`src/rtl/reset_sequencer_pkg.sv`:
```
// ---------------------------------------------------------------------------
// reset_sequencer_pkg
// Shared definitions for the reset sequencer and its input conditioner:
//   state_t      - sequencer FSM encoding (HOLD / RELEASE / RUN)
//   CAUSE_*      - bit positions inside the sticky rst_cause vector
//   max4()       - largest of four cycle counts (sizes the shared counter)
//   cnt_width()  - bits needed to hold 0..max_val
// ---------------------------------------------------------------------------
package reset_sequencer_pkg;

   typedef enum logic [1:0] {
      ST_HOLD    = 2'd0,
      ST_RELEASE = 2'd1,
      ST_RUN     = 2'd2
   } state_t;

   localparam int CAUSE_W   = 3;
   localparam int CAUSE_POR = 0;
   localparam int CAUSE_EXT = 1;
   localparam int CAUSE_SW  = 2;

   function automatic int max4(input int a, input int b, input int c, input int d);
      int m;
      m = a;
      if (b > m) m = b;
      if (c > m) m = c;
      if (d > m) m = d;
      return m;
   endfunction

   function automatic int cnt_width(input int max_val);
      return (max_val < 1) ? 1 : $clog2(max_val + 1);
   endfunction

endpackage

```
`src/rtl/reset_sequencer_sync_debounce.sv`:
```
// ---------------------------------------------------------------------------
// reset_sequencer_sync_debounce
// Two-flop synchronizer followed by a stability filter. The filtered level
// only follows the synchronized input once the two have disagreed for
// DEBOUNCE_CYCLES consecutive cycles; any return to the current level in
// between restarts the count. Written to be reusable for GPIO inputs.
// Ports:
//   clk_in    in   sampling clock
//   rst_n     in   async active-low reset (level and rise clear to 0)
//   async_in  in   raw asynchronous input
//   level     out  debounced level, registered
//   rise      out  1-cycle pulse, high in the first cycle level reads 1
// ---------------------------------------------------------------------------
module reset_sequencer_sync_debounce
   import reset_sequencer_pkg::*;
#(
   parameter int DEBOUNCE_CYCLES = 1_000_000
) (
   input  logic clk_in,
   input  logic rst_n,
   input  logic async_in,
   output logic level,
   output logic rise
);

   localparam int                CNT_W    = cnt_width(DEBOUNCE_CYCLES);
   localparam logic [CNT_W-1:0]  CNT_LAST = CNT_W'(DEBOUNCE_CYCLES - 1);

   logic             meta;
   logic             sync;
   logic [CNT_W-1:0] cnt;

   always_ff @(posedge clk_in or negedge rst_n) begin
      if (!rst_n) begin
         meta  <= 1'b0;
         sync  <= 1'b0;
         cnt   <= '0;
         level <= 1'b0;
         rise  <= 1'b0;
      end else begin
         meta <= async_in;
         sync <= meta;
         rise <= 1'b0;
         if (sync == level) begin
            // agreement (or a bounce back) discards any partial count
            cnt <= '0;
         end else if (cnt == CNT_LAST) begin
            // counter resets on the flip, so it never passes its terminal value
            cnt   <= '0;
            level <= sync;
            rise  <= sync;
         end else begin
            cnt <= cnt + CNT_W'(1);
         end
      end
   end

endmodule

```
`src/rtl/reset_sequencer.sv`:
```
// ---------------------------------------------------------------------------
// reset_sequencer
// Generates NUM_DOMAINS independent active-low resets from a board reset and
// a debounced reset button. After reset (or button release) every domain is
// held for POR_CYCLES, then domains are released one by one STAGGER_CYCLES
// apart. In RUN each domain can be pulsed into reset by software for
// SW_PULSE_CYCLES. rst_cause records sticky POR / EXT / SW flags.
// Ports:
//   clk_in        in   system clock
//   rst_n         in   async active-low master reset
//   ext_rst_in    in   async active-high reset button (synced + debounced)
//   sw_rst_req    in   per-domain 1-cycle software reset request
//   cause_clr     in   clears rst_cause (a cause arriving the same cycle wins)
//   rst_n_out     out  per-domain active-low reset, registered
//   all_released  out  registered AND of rst_n_out (one cycle behind)
//   rst_cause     out  sticky flags [0] POR, [1] EXT, [2] SW
// ---------------------------------------------------------------------------
module reset_sequencer
   import reset_sequencer_pkg::*;
#(
   parameter int NUM_DOMAINS     = 2,
   parameter int POR_CYCLES      = 500_000,
   parameter int DEBOUNCE_CYCLES = 1_000_000,
   parameter int STAGGER_CYCLES  = 16,
   parameter int SW_PULSE_CYCLES = 16
) (
   input  logic                   clk_in,
   input  logic                   rst_n,
   input  logic                   ext_rst_in,
   input  logic [NUM_DOMAINS-1:0] sw_rst_req,
   input  logic                   cause_clr,
   output logic [NUM_DOMAINS-1:0] rst_n_out,
   output logic                   all_released,
   output logic [CAUSE_W-1:0]     rst_cause
);

   // One counter width covers every timed interval in the block.
   localparam int CNT_W = cnt_width(max4(POR_CYCLES, DEBOUNCE_CYCLES,
                                         STAGGER_CYCLES, SW_PULSE_CYCLES));
   localparam int IDX_W = (NUM_DOMAINS > 1) ? $clog2(NUM_DOMAINS) : 1;

   localparam logic [CNT_W-1:0] POR_LAST  = CNT_W'(POR_CYCLES - 1);
   localparam logic [CNT_W-1:0] STAG_LAST = CNT_W'(STAGGER_CYCLES - 1);
   localparam logic [CNT_W-1:0] SW_LAST   = CNT_W'(SW_PULSE_CYCLES - 1);

   state_t                 state;
   logic [CNT_W-1:0]       cnt;
   logic [IDX_W-1:0]       idx;
   logic                   btn_level;
   logic                   btn_rise;
   logic [NUM_DOMAINS-1:0] rel_mask;
   logic [NUM_DOMAINS-1:0] sw_take;
   logic [NUM_DOMAINS-1:0] sw_busy_nxt;
   logic [CAUSE_W-1:0]     cause_nxt;

   // ---------------------------------------------------------------- button
   reset_sequencer_sync_debounce #(
      .DEBOUNCE_CYCLES (DEBOUNCE_CYCLES)
   ) u_btn (
      .clk_in   (clk_in),
      .rst_n    (rst_n),
      .async_in (ext_rst_in),
      .level    (btn_level),
      .rise     (btn_rise)
   );

   // ------------------------------------------------------ software pulses
   // Requests are honoured only in RUN, and a button edge in the same cycle
   // wins over them.
   assign sw_take = sw_rst_req & {NUM_DOMAINS{(state == ST_RUN) && !btn_rise}};

   for (genvar g = 0; g < NUM_DOMAINS; g++) begin : g_sw
      logic             busy;
      logic [CNT_W-1:0] pcnt;

      // low next cycle if newly requested or still short of the pulse end
      assign sw_busy_nxt[g] = sw_take[g] | (busy & (pcnt != SW_LAST));

      always_ff @(posedge clk_in or negedge rst_n) begin
         if (!rst_n) begin
            busy <= 1'b0;
            pcnt <= '0;
         end else if (btn_rise) begin
            busy <= 1'b0;
            pcnt <= '0;
         end else if (sw_take[g]) begin
            // a repeat request restarts the pulse from the beginning
            busy <= 1'b1;
            pcnt <= '0;
         end else if (busy) begin
            if (pcnt == SW_LAST) begin
               busy <= 1'b0;
               pcnt <= '0;
            end else begin
               pcnt <= pcnt + CNT_W'(1);
            end
         end
      end
   end

   // ----------------------------------------------------------- sequencing
   // Domains 0..idx+1 released: the pattern after the next stagger step.
   always_comb begin
      rel_mask = '0;
      for (int i = 0; i < NUM_DOMAINS; i++) begin
         rel_mask[i] = (i <= int'(idx) + 1);
      end
   end

   always_comb begin
      cause_nxt = cause_clr ? '0 : rst_cause;
      if (btn_rise)  cause_nxt[CAUSE_EXT] = 1'b1;
      if (|sw_take)  cause_nxt[CAUSE_SW]  = 1'b1;
   end

   always_ff @(posedge clk_in or negedge rst_n) begin
      if (!rst_n) begin
         state        <= ST_HOLD;
         cnt          <= '0;
         idx          <= '0;
         rst_n_out    <= '0;
         all_released <= 1'b0;
         rst_cause    <= CAUSE_W'(1) << CAUSE_POR;
      end else begin
         all_released <= &rst_n_out;
         rst_cause    <= cause_nxt;
         if (btn_rise) begin
            state     <= ST_HOLD;
            cnt       <= '0;
            idx       <= '0;
            rst_n_out <= '0;
         end else begin
            unique case (state)
               ST_HOLD: begin
                  rst_n_out <= '0;
                  // a held button freezes the hold count at zero
                  if (!btn_level) begin
                     if (cnt == POR_LAST) begin
                        cnt          <= '0;
                        idx          <= '0;
                        rst_n_out[0] <= 1'b1;
                        state        <= (NUM_DOMAINS == 1) ? ST_RUN : ST_RELEASE;
                     end else begin
                        cnt <= cnt + CNT_W'(1);
                     end
                  end
               end
               ST_RELEASE: begin
                  if (cnt == STAG_LAST) begin
                     cnt       <= '0;
                     idx       <= idx + IDX_W'(1);
                     rst_n_out <= rel_mask;
                     if (int'(idx) + 1 >= NUM_DOMAINS - 1) state <= ST_RUN;
                  end else begin
                     cnt <= cnt + CNT_W'(1);
                  end
               end
               ST_RUN: begin
                  rst_n_out <= ~sw_busy_nxt;
               end
               default: begin
                  state     <= ST_HOLD;
                  cnt       <= '0;
                  rst_n_out <= '0;
               end
            endcase
         end
      end
   end

endmodule

```
`config.mk`:
```
export PLATFORM = sky130hd
export DESIGN_NAME = reset_sequencer
export DESIGN_NICKNAME = d
export VERILOG_FILES = /design/src/rtl/reset_sequencer_pkg.sv /design/src/rtl/reset_sequencer_sync_debounce.sv /design/src/rtl/reset_sequencer.sv
export SDC_FILE = /design/constraint.sdc
export NUM_CORES = 1
export LEC_CHECK = 0
export ABC_CLOCK_PERIOD_IN_PS = 2500
export BUFFER_PORTS_ARGS = -buffer_cell sky130_fd_sc_hd__buf_2
export CAP_MARGIN = 20
export CORE_MARGIN = 2
export CORE_UTILIZATION = 51
export DETAILED_ROUTE_END_ITERATION = 16
export PLACE_DENSITY = 0.63
export SLEW_MARGIN = 5
export SYNTH_ARGS = -nofsm -noshare
export SYNTH_HDL_FRONTEND = slang
export SYNTH_SLANG_ARGS = --single-unit
```
`constraint.sdc`:
```
create_clock -name clk_in -period 2.5 [get_ports clk_in]
set_input_delay 0 -clock clk_in [delete_from_list [all_inputs] [get_ports clk_in]]
set_output_delay 0 -clock clk_in [all_outputs]
set_load 0.05 [all_outputs]
```
# [Word level (Yosys, flattened, before mapping)]
# Cells that the tools add are included.
[totals] reg_bits=95 inputBits=6
[classes] add_sub_neg=6 n_lt_le_gt_ge=3 n_eq_ne=15 n_mux=44 bitwise_logic=7 n_reduce_logical=14
[op_table] cell="20-bit 2-to-1 mux" n=14
[op_table] cell="20-bit by 1-bit adder with 20-bit output (second input constant)" n=4
[op_table] cell="20-bit by 4-bit equality test with 1-bit output (second input constant)" n=3
[op_table] cell="20-bit one-hot mux with 3 select lines" n=1
[op_table] cell="20-bit by 4-bit != test with 1-bit output (second input constant)" n=2
[op_table] cell="1-bit by 32-bit <= comparator with 1-bit output (first input constant)" n=1
[op_table] cell="2-bit by 32-bit <= comparator with 1-bit output (first input constant)" n=1
[op_table] cell="20-bit by 19-bit equality test with 1-bit output (second input constant)" n=1
[op_table] cell="20-bit equality test (second input constant)" n=1
[op_table] cell="1-bit 2-to-1 mux" n=18
[op_table] cell="2-bit 2-to-1 mux" n=7
[op_table] cell="2-bit one-hot mux with 3 select lines" n=2
[op_table] cell="3-bit by 2-bit != test with 1-bit output (second input constant)" n=3
[op_table] cell="3-bit nonzero test" n=3
[op_table] cell="2-bit AND reduction" n=3
[op_table] cell="5-bit AND reduction" n=1
[op_table] cell="4-bit AND reduction" n=1
[op_table] cell="2-bit nonzero test" n=2
[op_table] cell="3-bit 2-to-1 mux" n=1
[op_table] cell="3-bit != test (second input constant)" n=1
[op_table] cell="1-bit by 1-bit adder with 2-bit output (second input constant)" n=1
[op_table] cell="1-bit bitwise AND" n=2
[op_table] cell="2-bit bitwise AND" n=1
[op_table] cell="2-bit by 1-bit equality test with 1-bit output (second input constant)" n=1
[op_table] cell="other kinds (13)" n=14

# [Logic depth before layout (Yosys ltp)]
# Gate-level depths: netlist of the first run.
[logic_depth] word_depth=7 ltp_mapped=7

# [Cells and area by module]
# From an unflattened synthesis of the first run, not the netlist that was laid out.
[hier_totals] cells_unflattened=582 area_unflattened_um2=5151.2
[by_module_without_submodules] module="reset_sequencer" n_inst=1 cells_per_inst=466 area_each_um2=4015.1 seq_area_each_um2=1752.9
[by_module_without_submodules] module="reset_sequencer_sync_debounce" n_inst=1 cells_per_inst=116 area_each_um2=1136.1 seq_area_each_um2=600.6

# [Least setup slack after synthesis of the first run]
# Ideal clock, no wire load.
[synth_timing] path_type="register -> register" from="register cnt[9]" to="register cnt[2]" setup_ps=121 arrival_time_ps=1822 t_required_ps=2379 path_slack_ps=558 path_stages_with_launch=6 n_path_buf=0 period_less_slack_ps=1942 cell_sequence="dfrtp_1 > or4_4 > nor4_4 > a21boi_2 > a21o_1 > a22o_1"
[synth_via] elab_chain_cells=5
[synth_lines] item="start: declaration" line="reset_sequencer.sv:47" text="logic [CNT_W-1:0] cnt;"
[synth_lines] item="start signal: assignment" line="reset_sequencer.sv:144" text="cnt <= cnt + CNT_W'(1);"
[synth_lines] item="start signal: assignment" line="reset_sequencer.sv:155" text="cnt <= cnt + CNT_W'(1);"
[synth_lines] item="20-bit by 19-bit equality test with 1-bit output" line="reset_sequencer.sv:138" text="if (cnt == POR_LAST) begin"
[synth_lines] item="20-bit 2-to-1 mux" line="reset_sequencer.sv:138"
[synth_lines] item="20-bit 2-to-1 mux" line="reset_sequencer.sv:137" text="if (!btn_level) begin"
[synth_lines] item="20-bit one-hot mux with 3 select lines (*)" line="reset_sequencer.sv:133" text="unique case (state)"
[synth_lines] item="20-bit 2-to-1 mux (*)" line="reset_sequencer.sv:127" text="if (btn_rise) begin"
# Mark *: on every way between the ends. The rest lies on a longest branch, timed or not. The select of a mux whose other input is x is not followed.
# A chain may end at the register's enable or synchronous reset.

# [Final worst setup path of the first run]
[layout_timing] from="register cnt[9]" to="register cnt[13]"
[layout_via] elab_chain_cells=5
[layout_lines] item="20-bit by 1-bit adder with 20-bit output / 20-bit by 19-bit equality test with 1-bit output (equally long branches)" line="reset_sequencer.sv:144, reset_sequencer.sv:155, reset_sequencer.sv:138"
[layout_lines] item="20-bit 2-to-1 mux" line="reset_sequencer.sv:138"
[layout_lines] item="20-bit 2-to-1 mux" line="reset_sequencer.sv:137"
[layout_lines] item="20-bit one-hot mux with 3 select lines (*)" line="reset_sequencer.sv:133"
[layout_lines] item="20-bit 2-to-1 mux (*)" line="reset_sequencer.sv:127"
# Marks and branches as above.

==> results of run 1 <==
## flip-flops by register name, indices dropped and copies added (netlist names)
signal / flops
g_sw.pcnt: 40
cnt: 20
u_btn.cnt: 20
rst_cause: 3
g_sw.busy: 2
rst_n_out: 2
state: 2
all_released: 1
u_btn.level: 1
u_btn.meta: 1
u_btn.rise: 1
u_btn.sync: 1
## cell families after synthesis
group           count (synthesis)  share of synthesized area
compound gates                 71                      0.100
xor+xnor                       54                     0.0969
fa+ha+maj                       4                     0.0103
mux                             2                    0.00461
simple gates                  265                      0.284
flops                          94                      0.482
buf+inv                        25                     0.0218
## critical path, stage by stage (launching register included)
cell,delay (ns)
dfrtp_1,0.45
or4_4,0.57
nor4_4,0.37
nand3_2,0.18
a21oi_2,0.47
nor2_1,0.11
## power by group
part	internal, mW	switching (mW)
clock network	0.466	0.549
registers	1.52	0.00588
logic	0.0180	0.0433
total	2.01	0.598
## cell type report
class / instances / share of cell area
clock buffer: 9 / 0.0230
clock inverter: 7 / 0.0139
inverter: 11 / 0.00766
multi-input combinational: 396 / 0.449
sequential: 94 / 0.437
tap: 129 / 0.0300
timing repair buffer: 28 / 0.0395
## synth_stat cells (all sizes together) (6+ instances only)
cell / instances / share of area
dfrtp: 93 / 0.48
nor2: 82 / 0.063
nand2: 43 / 0.033
xnor2: 27 / 0.048
xor2: 27 / 0.048
nand3: 25 / 0.027
nand4: 22 / 0.028
o21ai: 17 / 0.017
nor3: 16 / 0.017
a21oi: 15 / 0.017
nor4: 13 / 0.020
and3: 12 / 0.015
inv: 11 / 0.0085
and2: 9 / 0.012
and4: 9 / 0.016
clkbuf: 9 / 0.0069
a31oi: 8 / 0.010
or4: 7 / 0.012
nor3b: 6 / 0.0092
## worst max-delay path by stage
stage / start / slack (ns) / depth (start not counted) / end
floorplan: cnt[9]$_DFFE_PN0P_ / 0.56 / 5 / cnt[2]$_DFFE_PN0P_
global placement: cnt[9]$_DFFE_PN0P_ / 0.30 / 5 / cnt[4]$_DFFE_PN0P_
detailed placement: cnt[9]$_DFFE_PN0P_ / 0.22 / 5 / cnt[13]$_DFFE_PN0P_
CTS: cnt[9]$_DFFE_PN0P_ / 0.21 / 5 / cnt[13]$_DFFE_PN0P_
global route: cnt[9]$_DFFE_PN0P_ / 0.01 / 5 / cnt[13]$_DFFE_PN0P_
finish: cnt[9]$_DFFE_PN0P_ / 0.21 / 5 / cnt[13]$_DFFE_PN0P_
## per-layer routing
metal / part of all wire / vias up / wire (um) / global-route usage
met2: 0.47 / 44 / 4750 / 0.336
met5: 0 / - / 0 / 0
met4: 0.013 / 0 / 135 / 0.0821
met3: 0.022 / 11 / 223 / 0.0253
met1: 0.50 / 1892 / 5030 / 0.306
li1: - / 1896 / - / -
==> impl_metrics.tcl, run 1 <==
set metrics [dict create \
    cp-end-kind "flip-flop" \
    layout_common_cells "dfrtp_1, nor2_1, nand2_1, xnor2_1, xor2_1" \
    ys.flop_type "dfrtp_1" \
    whs_ns 0.208 \
    path_class "flip-flop to flip-flop" \
    yosysSeqAreaShare 0.482 \
    synth_warnings 0 \
    fin_crit_sh 0.915 \
    synthesis.area_um2 4880 \
    path_max_fanout 11 \
    drc 0 \
    grt_util_all_layers 0.214 \
    fmax_mhz 437 \
    htreeDepth 3 \
    power_mw 2.61 \
    drt_iter0_drc 106 \
    n_antenna_cell 0 \
    postLayoutCellArea_um2 5390 \
    relSlewSlack 0.483 \
    wire_per_inst_um 15.0 \
    nets 550 \
    fin_cells 674 \
    core-area_um2 9280 \
    arrival_ns 2.51 \
    setup_slack_ns 0.212 \
    peakVddDrop_uv 297 \
    synth_cell_type_count 57 \
    port_buffers 11 \
    clockBufferDepth 2 \
    final_util 0.580 \
    async_reset_ff_frac 1.00 \
    avgSynthCellArea_um2 9.48 \
    startpoint_type "flip-flop" \
    setup_viol 0 \
    p_leak_nw 2.34 \
    place_area_um2 5130 \
    final_layout_size_suffix_gt1_frac 0.0972 \
    pwr_density_cell_nw_per_um2 484 \
    post-route-min-period_ns 2.29 \
    postSynthNetCount 525 \
    hold_class "primary input to asynchronous set/reset pin" \
    post-place-ws_ns 0.220 \
    tritoncts "built" \
    cts_buffers 9 \
    grt_pass1_wl_um 17700 \
    path_clk_slew_ns 0.10 \
    num_io_pins 12 \
    post-dp-hpwl_um 7080 \
    final_common_cell "dfrtp_1" \
    gp_congestion 0.852 \
    postCtsSetupBuffers 0 \
    timing.rr.start "cnt[9]$_DFFE_PN0P_" \
    regArea_um2 2350 \
    vias 3843 \
    drt-pass1-iter-count 4 \
    dp_cells 652 \
    first_global_vias 3815 \
    ctsResizeCount 0 \
    overflow 0 \
    ctsHoldBuffers 6 \
    fillCellCount 838 \
    insertion_delay_ns 0.36 \
    die_area_um2 10400 \
    maxCapViolCount 0 \
    die_h_um 102 \
    grt_antenna_before_repair 0 \
    cp.required_ns 2.72 \
    reg2reg_to "cnt[13]$_DFFE_PN0P_" \
    rrSetupSlack_ns 0.21 \
    r2r_cells 5 \
    cts_sinks 94 \
    hold_violations 0 \
    synth_edf_count 0 \
    slew_viol_final 0 \
    fin_tns_setup_ns 0 \
    status "completed" \
    area_growth_pct 10.4 \
    vias_per_cell 5.70 \
    grt_start_max_net_pins 49 \
    fin_skew_ns 0.0119 \
    synth_cells 515 \
    clockRootBuffer "clkbuf_8" \
    rsz0062_at_grt "false" \
    die_x_um 102 \
    synth_seq_cells 94 \
    wl_um 10100 \
    worst-slew-pin-transition_ns 0.775 \
    floorplan.initialDensity 0.526 \
    multi_input_comb_area_um2 2420 \
    std_cell_rows 35 \
    ant_nets 0 \
]
Note: power is estimated with default switching activity, not from simulation.
==> inputs of run 2 (changes only) <==
==> constraint.sdc (replaced) <==
create_clock -name clk_in -period 2.5 [get_ports clk_in]
set_input_delay 0.25 -clock clk_in [delete_from_list [all_inputs] [get_ports clk_in]]
set_output_delay 0.25 -clock clk_in [all_outputs]
set_load 0.05 [all_outputs]
==> impl_metrics.tcl, run 2 (synthesis gave the netlist of run 1 again) <==
set metrics [dict create \
    crit_path_end "cnt[10]$_DFFE_PN0P_" \
    ant_nets 0 \
    fmax_mhz 445 \
    drt-pass1-iter-count 4 \
    final_common_cell "dfrtp_1" \
    grt_pass1_wl_um 17900 \
    die_h_um 102 \
    startpoint_type "flip-flop" \
    wl_um 10100 \
    die_area_um2 10400 \
    hold_violations 0 \
    p_sw_mw 0.600 \
    maxCapViolCount 0 \
    clockBufferDepth 2 \
    top_register "g_sw.pcnt" \
    cts_buffers 9 \
    status "completed" \
    reg2reg_to "cnt[10]$_DFFE_PN0P_" \
    port_buffers 11 \
    crit_path_start "cnt[9]$_DFFE_PN0P_" \
    htreeDepth 3 \
    drc 0 \
    wl_met3_um 315 \
    p_leak_nw 2.31 \
    insertion_delay_ns 0.37 \
    worst-slew-pin-transition_ns 0.765 \
    arrival_ns 2.49 \
    postLayoutCellArea_um2 5340 \
    hold_class "primary input to flip-flop" \
    vias 3847 \
    top_regs "g_sw.pcnt: 40 flops, cnt: 20 flops, u_btn.cnt: 20 flops" \
    ctsResizeCount 0 \
    place_area_um2 5120 \
    clockRootBuffer "clkbuf_8" \
    path_max_fanout 11 \
    cp-end-kind "flip-flop" \
    p_int_mw 1.94 \
    ctsHoldBuffers 3 \
    rrSetupSlack_ns 0.25 \
    n_antenna_cell 0 \
    met2WireLength_um 4780 \
    path_class "flip-flop to flip-flop" \
    num_io_pins 12 \
    whs_ns 0.214 \
    setup_viol 0 \
    cp.required_ns 2.74 \
    fin_skew_ns 0.0103 \
    std_cell_rows 35 \
    path_clk_slew_ns 0.09 \
    post-route-min-period_ns 2.25 \
    overflow 0 \
    power_frac_clock 0.373 \
    grt_antenna_before_repair 0 \
    cts_sinks 94 \
    grt_start_max_net_pins 46 \
    pwr_density_cell_nw_per_um2 475 \
    fin_tns_setup_ns 0 \
    postCtsSetupBuffers 0 \
    post-place-ws_ns 0.213 \
    floorplan.initialDensity 0.526 \
    p_sw_frac 0.237 \
    relSlewSlack 0.489 \
    rsz0062_at_grt "false" \
    post-dp-hpwl_um 7120 \
    largest_reg_flops 40 \
    drt_iter0_drc 174 \
    vias_per_cell 5.74 \
    area_growth_pct 9.33 \
    r2r_cells 5 \
    wl_met1_um 4860 \
    slew_viol_final 0 \
    tritoncts "built" \
    grt_util_all_layers 0.217 \
    comb_power_share 0.023 \
    final_layout_size_suffix_gt1_frac 0.0961 \
    wire_per_inst_um 15.0 \
    routed.top_layer "met4" \
    layout_common_cells "dfrtp_1, nor2_1, nand2_1, xnor2_1, xor2_1" \
    timing.rr.start "cnt[9]$_DFFE_PN0P_" \
    core-area_um2 9280 \
    peakVddDrop_uv 343 \
    fin_crit_sh 0.899 \
    gp_congestion 0.899 \
    die_x_um 102 \
    first_global_vias 3775 \
    nets 546 \
    seq_power_share 0.603 \
    setup_slack_ns 0.251 \
]
==> run 2: cell types whose count changed in the layout (fill, tap and decap cells not counted), sizes merged <==
| cell | previous run | this run |
|---|---|---|
| buf | 22 | 21 |
| bufinv | 1 | 0 |
| clkbuf | 9 | 10 |
| clkinv | 6 | 3 |
| clkinvlp | 0 | 2 |
| dlygate4sd3 | 6 | 3 |
| inv | 11 | 12 |
==> run 2: worst max-delay path: stages, from the launching register on <==
cell     delay [ns]
dfrtp_1        0.45
or4_4          0.57
nor4_4         0.37
nand3_2        0.18
a21oi_2        0.45
nor2_1         0.11
==> run 2: power groups by stage <==
stage	clock network (mW)	logic [mW]	registers, mW
after floorplan	0	0.0132	1.56
after global placement	0	0.0584	1.56
after detailed placement	0	0.0593	1.56
after CTS	0.990	0.0631	1.53
after global routing	1.05	0.0698	1.53
final	0.946	0.0594	1.53
==> run 2: final cells by class <==
| cell class | instances | area, um^2 |
|---|---|---|
| Multi-Input combinational cell | 396 | 2420 |
| Clock inverter | 6 | 46.3 |
| Tap cell | 129 | 161 |
| Inverter | 11 | 41.3 |
| Clock buffer | 10 | 138 |
| Fill cell | 834 | 3950 |
| Timing Repair Buffer | 24 | 175 |
| Sequential cell | 94 | 2350 |
==> run 2: metal layers <==
layer | vias up | global-route usage
li1 | 1887 | -
met1 | 1883 | 0.296
met2 | 67 | 0.354
met3 | 10 | 0.0431
met4 | 0 | 0.0615
met5 | - | 0
==> run 2: worst min-delay path by stage <==
| stage | start | to | slack (ns) | depth (start not counted) |
|---|---|---|---|---|
| after floorplan | rst_n | all_released$_DFF_PN0_ | -0.05 | 0 |
| after global placement | rst_n | cnt[7]$_DFFE_PN0P_ | 0.25 | 1 |
| after detailed placement | rst_n | g_sw[0].pcnt[1]$_DFFE_PN0P_ | 0.26 | 1 |
| after CTS | sw_rst_req[0] | g_sw[0].busy$_DFF_PN0_ | 0.20 | 3 |
| after global routing | sw_rst_req[0] | g_sw[0].busy$_DFF_PN0_ | 0.26 | 3 |
| final | sw_rst_req[0] | g_sw[0].busy$_DFF_PN0_ | 0.21 | 3 |
==> run 2: through the flow <==
stage	std cells	utilization	power, mW
detailed placement	651	0.552	1.62
floorplan	515	-	1.57
global placement	651	0.552	1.62
global route	670	0.575	2.66
CTS	670	0.575	2.58
finish	670	0.575	2.54
